--- config.mk ---
export PLATFORM = sky130hd
export DESIGN_NAME = fp_mul_param
export DESIGN_NICKNAME = d
export VERILOG_FILES = /design/src/rtl/fp_mul_param.sv
export SDC_FILE = /design/constraint.sdc
export NUM_CORES = 2
export LEC_CHECK = 0
export CORE_MARGIN = 1.5
export CORE_UTILIZATION = 47
export CTS_CLUSTER_DIAMETER = 200
export DETAILED_ROUTE_END_ITERATION = 6
export GPL_ROUTABILITY_DRIVEN = 0
export PLACE_DENSITY_LB_ADDON = 0.08
export RECOVER_POWER = 100
export SYNTH_ARGS = -nofsm -noshare
export SYNTH_HDL_FRONTEND = slang
export SYNTH_SLANG_ARGS = --single-unit
--- constraint.sdc ---
create_clock -name clk -period 19.8 [get_ports clk]
set_input_delay 5.94 -clock clk [delete_from_list [all_inputs] [get_ports clk]]
set_output_delay 5.94 -clock clk [all_outputs]
set_load 0.02 [all_outputs]
--- src/rtl/fp_mul_param.sv ---
// Parametrised multi-cycle floating-point multiplier (IDLE/MUL/NORM/ROUND/DONE) with valid/ready on both sides.
// Define FP_MUL_RNE_EN for round-to-nearest-even; otherwise results are truncated toward zero.
module fp_mul_param #(
  parameter int EXP_W = 8,
  parameter int MAN_W = 23
) (
  input  logic                   clk,
  input  logic                   rst,
  input  logic                   in_valid,
  output logic                   in_ready,
  input  logic [EXP_W+MAN_W:0]   a,
  input  logic [EXP_W+MAN_W:0]   b,
  output logic                   out_valid,
  input  logic                   out_ready,
  output logic [EXP_W+MAN_W:0]   result,
  output logic                   ovf,
  output logic                   unf,
  output logic                   inv,
  output logic [2:0]             dbg_state
);

  localparam int W  = EXP_W + MAN_W + 1;
  localparam int PW = 2 * MAN_W + 2;
  localparam int XW = EXP_W + 2;
  localparam logic signed [XW-1:0] BIAS    = XW'((1 << (EXP_W - 1)) - 1);
  localparam logic signed [XW-1:0] EXP_MAX = XW'((1 << EXP_W) - 1);
  localparam logic signed [XW-1:0] EXP_MIN = XW'(0);

  typedef enum logic [2:0] {IDLE, MUL, NORM, ROUND, DONE} state_t;

  state_t state, state_n;

  logic [W-1:0]           a_q, b_q;
  logic                   sign_q;
  logic signed [XW-1:0]   exp_q;
  logic [PW-1:0]          prod_q;
  logic                   nan_q, inf_q, zero_q;
  logic [MAN_W-1:0]       frac_q;
  logic                   g_q, s_q;

  // Handshake: a transfer happens on a rising edge where valid & ready are both high;
  // in_ready is high only in IDLE, out_valid only in DONE, so they never overlap.
  assign in_ready  = (state == IDLE);
  assign out_valid = (state == DONE);
  assign dbg_state = state;

  always_ff @(posedge clk) begin
    if (rst) state <= IDLE;
    else     state <= state_n;
  end

  always_comb begin
    state_n = state;
    case (state)
      IDLE:    if (in_valid) state_n = MUL;
      MUL:     state_n = NORM;
      NORM:    state_n = ROUND;
      ROUND:   state_n = DONE;
      DONE:    if (out_ready) state_n = IDLE;
      default: state_n = IDLE;
    endcase
  end

  // Operand classification; exponent zero is treated as zero (denormals-are-zero).
  logic [EXP_W-1:0] ea, eb;
  logic [MAN_W-1:0] fa, fb;
  logic             a_zero, b_zero, a_inf, b_inf, a_nan, b_nan;

  assign ea     = a_q[W-2:MAN_W];
  assign eb     = b_q[W-2:MAN_W];
  assign fa     = a_q[MAN_W-1:0];
  assign fb     = b_q[MAN_W-1:0];
  assign a_zero = (ea == '0);
  assign b_zero = (eb == '0);
  assign a_inf  = (&ea) && (fa == '0);
  assign b_inf  = (&eb) && (fb == '0);
  assign a_nan  = (&ea) && (fa != '0);
  assign b_nan  = (&eb) && (fb != '0);

  logic [PW-1:0] norm;
  assign norm = prod_q[PW-1] ? prod_q : {prod_q[PW-2:0], 1'b0};

  logic inc;
`ifdef FP_MUL_RNE_EN
  assign inc = g_q & (s_q | frac_q[0]);
`else
  logic unused_round_bits;
  assign inc               = 1'b0;
  assign unused_round_bits = g_q ^ s_q;
`endif

  logic                 carry;
  logic [MAN_W-1:0]     frac_r;
  logic signed [XW-1:0] exp_r;
  logic [W-1:0]         res_n;
  logic                 ovf_n, unf_n, inv_n;

  always_comb begin
    {carry, frac_r} = {1'b0, frac_q} + {{MAN_W{1'b0}}, inc};
    exp_r = exp_q + $signed({{(XW-1){1'b0}}, carry});
    res_n = {sign_q, exp_r[EXP_W-1:0], frac_r};
    ovf_n = 1'b0;
    unf_n = 1'b0;
    inv_n = 1'b0;
    // Special operands take priority over the arithmetic range check.
    if (nan_q) begin
      res_n = {1'b0, {EXP_W{1'b1}}, 1'b1, {(MAN_W-1){1'b0}}};
      inv_n = 1'b1;
    end else if (inf_q) begin
      res_n = {sign_q, {EXP_W{1'b1}}, {MAN_W{1'b0}}};
    end else if (zero_q) begin
      res_n = {sign_q, {(W-1){1'b0}}};
    end else if (exp_r >= EXP_MAX) begin
      res_n = {sign_q, {EXP_W{1'b1}}, {MAN_W{1'b0}}};
      ovf_n = 1'b1;
    end else if (exp_r <= EXP_MIN) begin
      res_n = {sign_q, {(W-1){1'b0}}};
      unf_n = 1'b1;
    end
  end

  always_ff @(posedge clk) begin
    if (rst) begin
      a_q    <= '0;
      b_q    <= '0;
      sign_q <= 1'b0;
      exp_q  <= '0;
      prod_q <= '0;
      nan_q  <= 1'b0;
      inf_q  <= 1'b0;
      zero_q <= 1'b0;
      frac_q <= '0;
      g_q    <= 1'b0;
      s_q    <= 1'b0;
      result <= '0;
      ovf    <= 1'b0;
      unf    <= 1'b0;
      inv    <= 1'b0;
    end else begin
      case (state)
        IDLE: if (in_valid) begin
          a_q <= a;
          b_q <= b;
          ovf <= 1'b0;
          unf <= 1'b0;
          inv <= 1'b0;
        end
        MUL: begin
          sign_q <= a_q[W-1] ^ b_q[W-1];
          exp_q  <= $signed({2'b00, ea}) + $signed({2'b00, eb}) - BIAS;
          prod_q <= PW'({1'b1, fa}) * PW'({1'b1, fb});
          nan_q  <= a_nan | b_nan | (a_inf & b_zero) | (b_inf & a_zero);
          inf_q  <= a_inf | b_inf;
          zero_q <= a_zero | b_zero;
        end
        NORM: begin
          frac_q <= norm[PW-2:MAN_W+1];
          g_q    <= norm[MAN_W];
          s_q    <= |norm[MAN_W-1:0];
          exp_q  <= exp_q + $signed({{(XW-1){1'b0}}, prod_q[PW-1]});
        end
        ROUND: begin
          result <= res_n;
          ovf    <= ovf_n;
          unf    <= unf_n;
          inv    <= inv_n;
        end
        default: ;
      endcase
    end
  end

endmodule
==> results.tsv <==
stage	metric	value	unit
timing	tightest_slew	4580	ps
floorplanning	initial_core_util	47.7	%
pwr	p_sw	596	µW
pwr	seqPwrFrac	30.2	%
cts	cts_setup_buffers	0	
critical_path	arrival	11140	ps
floorplanning	dieHeight	234	µm
timing	setup_tns	0	ps
finish	final_common_cell	inv_1	
timing	slew_violations	148	
cts	clk_pin_slew	70	ps
run_status	status	complete, but fails checks	
yosys	yosys.cell_types.count	66	
timing	setup_viol	0	
cts	cts_tree	yes	
floorplanning	die_w	234	µm
global_route	gr-total-overflow	0	
finish	nNetsFinal	3671	
finish	final_layout_size_suffix_gt1_share	3.32	%
pwr	internal_power	749	µW
global_route	grt_max_degree	103	
cts	hold_buffers	0	
yosys	synth_area_per_cell	8.62	µm²
critical_path	critPathBufInv	2	
yosys	syn_inst	2921	
run_status	violations	capacitance limit, slew limit	
critical_path	cp_cell_sequence	clkbuf_1, clkbuf_1, or3_1, o221ai_1	
timing	fmax	92.2	MHz
pwr	clockPowerShare	24.9	%
timing	period_share	54.8	%
critical_path	setup.worst_path.end_class	flop	
floorplanning	core-area	52800	µm²
pwr	ir_worst_vdd	0.0645	mV
pwr	total_power	1340	µW
cts	clk_latency	430	ps
global_route	grt_pass1_vias	20900	
yosys	synth_enable_flop_cells	0	
critical_path	path_delay_family	buffers and inverters	
floorplanning	ioPinCount	108	
finish	seq_area	3290	µm²
place	hpwl	56600	µm
floorplanning	die_area	55000	µm²
cts	cts_buffers	17	
global_route	antenna_found_initial	6	
worst_hold_path	hp-class	reg2reg	
timing	relSlewSlack	-205	%
global_route	grt_pass1_wl	120000	µm
timing	hold_ws	455	ps
route	via_count	19900	
route	postRouteAntennaNets	0	
pwr	power_density	48.9	nW/µm²
route	drtIter0Drc	1612	
place	placedInstanceArea	26900	µm²
timing	hold_violations	0	
yosys	ys_ff_latch	164	
finish	nFillCells	5023	
cts	cts_buffer_depth	2	
critical_path	cpPeakStageDelay	3310	ps
critical_path	crit_path_start_kind	primary input	
yosys	synth_warnings	0	
cts	cts_root_buf	clkbuf_16	
place	place_ws	11860	ps
route	drcViolationCount	0	
timing	period_needed	10850	ps
route	wl_per_cell	20.9	µm
cts	cts_htree_levels	4	
route	drt_wl_total	76000	µm
timing	layout_setup_ws	8950	ps
yosys	syn_nets	3657	
pwr	power_frac_comb	44.9	%
finish	syn_to_final_growth	9.13	%
finish	multiInputGateArea	19100	µm²
timing	rsz0062_at_grt	no	
pwr	switching_share	44.3	%
critical_path	crit_type	in2reg	
finish	design_area	27500	µm²
place	port_buffers	107	
global_route	grt_usage	28.9	%
timing	skew	15.2	ps
finish	layout_common_cells	588 x inv_1, 482 x fa_1, 448 x nand2_1, 243 x and2_1, 186 x ha_1	
critical_path	r2r_slack	11230	ps
floorplanning	rows	84	
critical_path	crit_slowest_cell	clkbuf_1	
yosys	syn-cell-area	25200	µm²
cts	cts_resized	0	
yosys	ys_seq_area_share	13.0	%
critical_path	worst-endpoint-required	20090	ps
flow_run	maxCapViolations	2	
cts	cts_sinks	164	
yosys	synth_async_sr_flop_share	0	%
critical_path	crit_path_max_fanout	102	
pwr	p_leak	0.0132	µW
route	vias_per_cell	5.47	
critical_path	crit_top_cell	clkbuf_1	
route	drtPass1Iterations	6	
yosys	synth-main-ff-cell	dfxtp_1	
## per-stage QoR
step                      util [%]  cells
after floorplan                  -   2921
after global placement        51.0   3604
after detailed placement      51.0   3604
after CTS                     52.1   3636
after global routing          52.1   3638
final                         52.1   3640
## tightest hold or removal path, delay by kind of cell (launching register included)
family,cells,cell delay (ps)
flops,1,310
simple gates,1,50
compound gates,1,50
## layout make-up
class,count,share of cell area (%)
repair buffers,153,5.10
flip-flops and latches,164,12.0
diodes,4,0.0364
multi-input cells,2009,69.5
well taps,688,3.13
inverters,590,8.06
clock buffers,17,1.55
clock inverters,15,0.651
## per-layer routing
layer  wire length [µm]  share of wire, %  global-route usage, %  vias up
met2              36500                48                   48.7      691
met1              32300                42                   39.1    10100
met4               2140               2.8                   8.06        0
met3               5140               6.8                   3.97      119
met5                  0                 0                      0        -
li1                   -                 -                      -     8976
## registers in the layout (all words and copies together) (netlist names)
signal and count:
frac_q 23, result 32, dbg_state 3, zero_q 1, sign_q 1, prod_q 25, ovf 1, nan_q 1
a_q 32, unf 1, inv 1, b_q 32, exp_q 10, inf_q 1
## cell usage after synthesis, types with 11 or more instances
cell type  number  share of area, %
clkbuf_1      149               2.2
mux2i_1        24              0.95
ha_1          186               9.2
and2_1        244               6.1
and3_1         11              0.27
a211oi_1       33              0.98
nor4_1         18              0.45
nor3_1         27              0.54
inv_1         588               8.8
a21oi_1       136               2.7
dfxtp_1       164                13
a31oi_1        11              0.27
a21o_1         30              0.89
nor2_1        116               1.7
nand2_1       449               6.7
a22oi_1        23              0.69
nand4_1        19              0.47
o21ai_0        53               1.1
fa_1          482                38
xnor2_1        12              0.42
nand3_1        22              0.44
## worst paths after layout
path / from / end / cells past startpoint
worst min-delay path: result[31] / result[31] / 2
worst max register to register: a_q[8] / prod_q[47] / 23
worst min register to register: result[31] / result[31] / 2
worst max-delay path: rst / prod_q[31] / 4
## cell families after synthesis
logic type | synth area share [%]
xor gates and xnor gates | 0.661
muxes | 0.954
and+or+nand+nor | 17.7
DFF | 13.0
buffers and inverters | 11.2
adders and majority gates | 47.6
AOI/OAI and AO/OA | 8.91
## power by group through the flow
stage | Clock, µW | Sequential (µW) | Combinational, µW
after global placement | 0 | 412 | 592
after detailed placement | 0 | 412 | 598
after CTS | 341 | 405 | 606
after floorplan | 0 | 388 | 406
after global routing | 355 | 410 | 674
final | 334 | 406 | 604
No activity file was read; power rests on OpenSTA's default activity.
